==> src/rtl/bus_sync_pkg.sv <==
`default_nettype none
// ============================================================================
// Module   : bus_sync_pkg
// Brief    : Shared types and constants for the bus_sync_filter block.
// Revision : 1.0 - initial release
// ============================================================================
package bus_sync_pkg;

  typedef enum logic [0:0] {
    TRACK  = 1'b0,
    SETTLE = 1'b1
  } state_t;

  localparam int GLITCH_CNT_W      = 8;
  localparam int MIN_SYNC_STAGES   = 2;
  localparam int MIN_STABLE_CYCLES = 2;

  function automatic logic [GLITCH_CNT_W-1:0] sat_inc(input logic [GLITCH_CNT_W-1:0] v);
    return (&v) ? v : v + 1'b1;
  endfunction

endpackage
`default_nettype wire

==> src/rtl/sync_chain.sv <==
`default_nettype none
// ============================================================================
// Module   : sync_chain
// Brief    : WIDTH x STAGES flop synchronizer, async active-high reset.
// Revision : 1.0 - initial release
// ============================================================================
module sync_chain #(
  parameter int WIDTH  = 1,
  parameter int STAGES = 2
) (
  input  logic             CLK,
  input  logic             RST,
  input  logic [WIDTH-1:0] i_data,
  output logic [WIDTH-1:0] o_data
);

  logic [WIDTH-1:0] r_stage [STAGES];

  always_ff @(posedge CLK or posedge RST) begin
    if (RST) begin
      for (int i = 0; i < STAGES; i++) r_stage[i] <= '0;
    end else begin
      r_stage[0] <= i_data;
      for (int i = 1; i < STAGES; i++) r_stage[i] <= r_stage[i-1];
    end
  end

  assign o_data = r_stage[STAGES-1];

endmodule
`default_nettype wire

==> src/rtl/bus_sync_filter.sv <==
`default_nettype none
// ============================================================================
// Module   : bus_sync_filter
// Brief    : Synchronizes an async bus, accepts values stable for STABLE_CYCLES
//            samples, delivers them via valid/ready. Optional glitch counter
//            enabled by defining BUS_SYNC_GLITCH_CNT_EN.
// Revision : 1.0 - initial release
// ============================================================================
module bus_sync_filter
  import bus_sync_pkg::*;
#(
  parameter int N             = 4,
  parameter int SYNC_STAGES   = 2,
  parameter int STABLE_CYCLES = 4
) (
  input  logic                    CLK,
  input  logic                    RST,
  input  logic [N-1:0]            IDATA,
  output logic [N-1:0]            ODATA,
  output logic                    OVALID,
  input  logic                    OREADY,
  output logic                    OVERRUN,
`ifdef BUS_SYNC_GLITCH_CNT_EN
  output logic [GLITCH_CNT_W-1:0] GLITCH_CNT,
`endif
  input  logic                    CLR_OVR
);

  localparam int               CNT_W    = $clog2(STABLE_CYCLES + 1);
  localparam logic [CNT_W-1:0] CNT_LAST = CNT_W'(STABLE_CYCLES - 1);

  if (SYNC_STAGES < MIN_SYNC_STAGES) begin : g_chk_sync
    $error("bus_sync_filter: SYNC_STAGES below minimum");
  end
  if (STABLE_CYCLES < MIN_STABLE_CYCLES) begin : g_chk_stable
    $error("bus_sync_filter: STABLE_CYCLES below minimum");
  end

  logic [N-1:0]     w_s;
  state_t           r_state;
  logic [N-1:0]     r_acc;
  logic [N-1:0]     r_cand;
  logic [CNT_W-1:0] r_cnt;
  logic [N-1:0]     r_odata;
  logic             r_ovalid;
  logic             r_overrun;

  sync_chain #(
    .WIDTH  (N),
    .STAGES (SYNC_STAGES)
  ) u_sync (
    .CLK    (CLK),
    .RST    (RST),
    .i_data (IDATA),
    .o_data (w_s)
  );

  logic w_revert;
  logic w_new_cand;
  logic w_accept;

  assign w_revert   = (w_s == r_acc);
  assign w_new_cand = (w_s != r_cand);
  assign w_accept   = (r_state == SETTLE) && !w_revert && !w_new_cand && (r_cnt == CNT_LAST);

  always_ff @(posedge CLK or posedge RST) begin
    if (RST) begin
      r_state <= TRACK;
      r_acc   <= '0;
      r_cand  <= '0;
      r_cnt   <= '0;
    end else begin
      case (r_state)
        TRACK: begin
          if (!w_revert) begin
            r_cand  <= w_s;
            r_cnt   <= CNT_W'(1);
            r_state <= SETTLE;
          end
        end
        SETTLE: begin
          if (w_revert) begin
            r_state <= TRACK;
          end else if (w_new_cand) begin
            r_cand <= w_s;
            r_cnt  <= CNT_W'(1);
          end else if (r_cnt == CNT_LAST) begin
            r_acc   <= r_cand;
            r_state <= TRACK;
          end else begin
            r_cnt <= r_cnt + 1'b1;
          end
        end
        default: r_state <= TRACK;
      endcase
    end
  end

  // An accept on the same edge as a handshake replaces the consumed value, so no overrun.
  always_ff @(posedge CLK or posedge RST) begin
    if (RST) begin
      r_odata   <= '0;
      r_ovalid  <= 1'b0;
      r_overrun <= 1'b0;
    end else begin
      if (w_accept) begin
        r_odata  <= r_cand;
        r_ovalid <= 1'b1;
      end else if (r_ovalid && OREADY) begin
        r_ovalid <= 1'b0;
      end

      if (w_accept && r_ovalid && !OREADY) begin
        r_overrun <= 1'b1;
      end else if (CLR_OVR) begin
        r_overrun <= 1'b0;
      end
    end
  end

  assign ODATA   = r_odata;
  assign OVALID  = r_ovalid;
  assign OVERRUN = r_overrun;

`ifdef BUS_SYNC_GLITCH_CNT_EN
  logic                    w_abandon;
  logic [GLITCH_CNT_W-1:0] r_glitch_cnt;

  assign w_abandon = (r_state == SETTLE) && (w_revert || w_new_cand);

  always_ff @(posedge CLK or posedge RST) begin
    if (RST) begin
      r_glitch_cnt <= '0;
    end else if (w_abandon) begin
      r_glitch_cnt <= sat_inc(r_glitch_cnt);
    end else if (CLR_OVR) begin
      r_glitch_cnt <= '0;
    end
  end

  assign GLITCH_CNT = r_glitch_cnt;
`endif

endmodule
`default_nettype wire

==> config.mk <==
export PLATFORM = sky130hd
export DESIGN_NAME = bus_sync_filter
export DESIGN_NICKNAME = d
export VERILOG_FILES = /design/src/rtl/bus_sync_pkg.sv /design/src/rtl/sync_chain.sv /design/src/rtl/bus_sync_filter.sv
export SDC_FILE = /design/constraint.sdc
export NUM_CORES = 1
export LEC_CHECK = 0
export ABC_AREA = 1
export ABC_CLOCK_PERIOD_IN_PS = 2000
export CAP_MARGIN = 5
export CORE_ASPECT_RATIO = 1.25
export CORE_MARGIN = 2
export CORE_UTILIZATION = 35
export DETAILED_ROUTE_END_ITERATION = 10
export MAX_ROUTING_LAYER = met4
export PLACE_DENSITY_LB_ADDON = 0.3
export SLEW_MARGIN = 20
export SYNTH_ARGS = -nofsm -noshare
export SYNTH_HDL_FRONTEND = slang
export SYNTH_SLANG_ARGS = --single-unit
export TNS_END_PERCENT = 100
==> constraint.sdc <==
create_clock -name CLK -period 2 [get_ports CLK]
set_clock_uncertainty 0.2 [all_clocks]
set_input_delay 0.4 -clock CLK [delete_from_list [all_inputs] [get_ports CLK]]
set_output_delay 0.4 -clock CLK [all_outputs]
set_load 0.01 [all_outputs]
==> out/qor.csv <==
metric;value;unit
run status;completed;
worst setup path class;flop to primary output;
final non-filler cell area;1390;um2
initial antenna violation count;0;
GRT Total Usage;13.4;%
ys flop type;dfrtp_1;
Area growth syn-to-layout;22.5;%
Layout Nets;158;
1st-pass router iterations;4;
family with the most delay on the worst path;buffers and inverters;
WL per Instance;11.0;um
Vias;852;
register area;651;um2
CTS tree;built;
most frequent cells after synthesis;52 x nand2_1, 26 x dfrtp_1, 18 x inv_1;
Layout Utilization;43.9;%
die height;67.7;um
Synth top area share;57.3;%
root buf cell;clkbuf_8;
Mapped Nets;139;
main area contributors after synthesis;dfrtp_1 57%, nand2_1 17%, inv_1 6.0%, nand4_1 3.9%, ha_1 2.2%;
peak supply drop;0.000470;V
max frequency;568;MHz
placed cell count;180;
Initial Util;35.8;%
post-route minimum period;1760;ps
Pins Over Slew Limit;0;
Relative slew margins;78.0;%
vias in the first global route;881;
Post-synth ARST share;100;%
Hold EP;u_sync.o_data[1];
CP arrival;1160;ps
critical path's largest stage delay;540;ps
setup fix buffers added after clock tree synthesis;0;
share of layout cells above drive strength 1;11.6;%
cell with the most instances after synthesis;nand2_1;
R2R setup slack;320;ps
Hold Path Depth;0;
Setup violations, final;0;
Max-Cap Viols;0;
TritonCTS Sinks;26;
Setup crit start kind;flop;
Mapped Area;1130;um2
CTS clk-pin slew, worst paths;90;ps
Reg2Reg Depth;9;
clock share of power;30.1;%
R2R Path Start;r_cnt[0];
number of placement rows;23;
GP Congestion;0.820;
CORE AREA;3170;um2
TritonCTS buffer count;3;
die area;3720;um2
Synth Register Bits;26;
Final Cycle Share;88.1;%
Worst Setup End Kind;primary output;
cts repair resizes;0;
PwrDens;1030;nW/um2
I/O pins;14;
Syn Inst Count;129;
Detailed Place HPWL;1530;um
Crit-path slowest cell;clkdlybuf4s50_1;
PnR worst setup slack;238;ps
H-tree depth;1;
switching share of power;29.6;%
Synthesis Warnings;0;
dpl ws;329;ps
Worst Path Buf+Inv;1;
hold path startpoint;u_sync.r_stage[5];
sw power;0.000425;W
Clock Latency Late Sink;270;ps
Post-Layout Cell Count;184;
final hold vios;0;
Worst Path Required;1400;ps
Fill cells;317;
crit-path cells;clkdlybuf4s50_1;
Routed Antenna Nets;0;
CP max FO;2;
R2R Path End;r_cnt[0];
total gr overflow;0;
Comb pwr share;23.0;%
worst hold path type;flop to flop;
area of the multi-input gates;409;um2
RSZ-0062 raised after global routing;false;
P_leak;0.726;nW
first-pass GRT wire length;3470;um
Initial DRC Count;27;
Mean Syn Cell Area;8.80;um2
ant diodes;0;
final WL;2030;um
Post-route DRC;0;
CTS Hold Bufs;0;
Sequential Power Share;47.0;%
largest net degree at the start of global routing;27;
dpl cell area;1320;um2
top cell type by total area after synthesis;dfrtp_1;
synth unique cells;17;
Power Internal;0.00101;W
Post-synth EDFFs;0;
Clock Tree Buf Depth;2;
Slew @ Worst Pin;330;ps
Die Wd;54.9;um
setup tns final;0;ps
register area share after synthesis;57.3;%
input/output buffers;13;
via/cell ratio;4.63;
==> sequential cells by signal, summed over array words and instances (netlist names) <==
register	count
ODATA	4
OVALID	1
OVERRUN	1
r_acc	4
r_cand	4
r_cnt	3
r_state	1
u_sync.o_data	4
u_sync.r_stage	4
==> worst max path at each step <==
stage | start | end | depth (start not counted)
after floorplan | r_cnt[0] | r_cnt[1] | 9
after global placement | r_cnt[0] | r_cnt[1] | 9
after detailed placement | r_cnt[0] | r_cnt[0] | 9
after CTS | OVALID | OVALID | 1
after global routing | ODATA[1] | ODATA[1] | 1
final | OVALID | OVALID | 1
==> cells in the final DEF (no fill, tap or decap), drive strengths merged, types with 2 or more instances in the layout <==
| master | Yosys | final |
|---|---|---|
| clkdlybuf4s50 | 0 | 13 |
| nand2 | 57 | 57 |
| clkbuf | 0 | 3 |
| nand3 | 3 | 3 |
| o21ai | 5 | 5 |
| nor2 | 8 | 8 |
| nand4 | 7 | 7 |
| inv | 20 | 20 |
| dfrtp | 26 | 26 |
| ha | 2 | 2 |
==> metrics by stage <==
stage / total power, W / hold slack, ps
after CTS: 0.00146 / 157
after detailed placement: 0.00102 / 135
after global placement: 0.00100 / 137
final: 0.00144 / 155
after floorplan: 0.000903 / 131
after global routing: 0.00154 / 164
==> power groups by stage <==
stage / combinational, W / clock [W] / sequential [W]
after floorplan: 0.000225 / 0 / 0.000678
after global placement: 0.000321 / 0 / 0.000680
after detailed placement: 0.000335 / 0 / 0.000684
after CTS: 0.000336 / 0.000448 / 0.000674
after global routing: 0.000384 / 0.000468 / 0.000685
final: 0.000330 / 0.000432 / 0.000675
==> routing by layer <==
layer / share of wire, % / GRT usage, % / wire [um]
met5: 0 / - / 0
met4: 3.0 / 7.93 / 60
met3: 3.7 / 2.21 / 76
met2: 51 / 23.8 / 1040
met1: 42 / 13.1 / 851
==> cells by family after synthesis <==
group / count (synthesis) / synth area share (%)
AND/OR/NAND/NOR: 75 / 30.9
flip-flops: 26 / 57.3
buffers and inverters: 20 / 6.62
AO/OA/AOI/OAI: 5 / 2.20
adder cells (fa/ha/maj): 2 / 2.20
XOR/XNOR: 1 / 0.772
==> final cells by class <==
| type | count | area share (%) |
|---|---|---|
| Clock inverter | 1 | 2.16 |
| Clock buffer | 3 | 2.97 |
| Timing Repair Buffer | 14 | 9.90 |
| Inverter | 20 | 5.40 |
| Multi-Input combinational cell | 83 | 29.4 |
| Tap cell | 37 | 3.33 |
| Sequential cell | 26 | 46.8 |
Note: power is estimated with default switching activity, not from simulation.
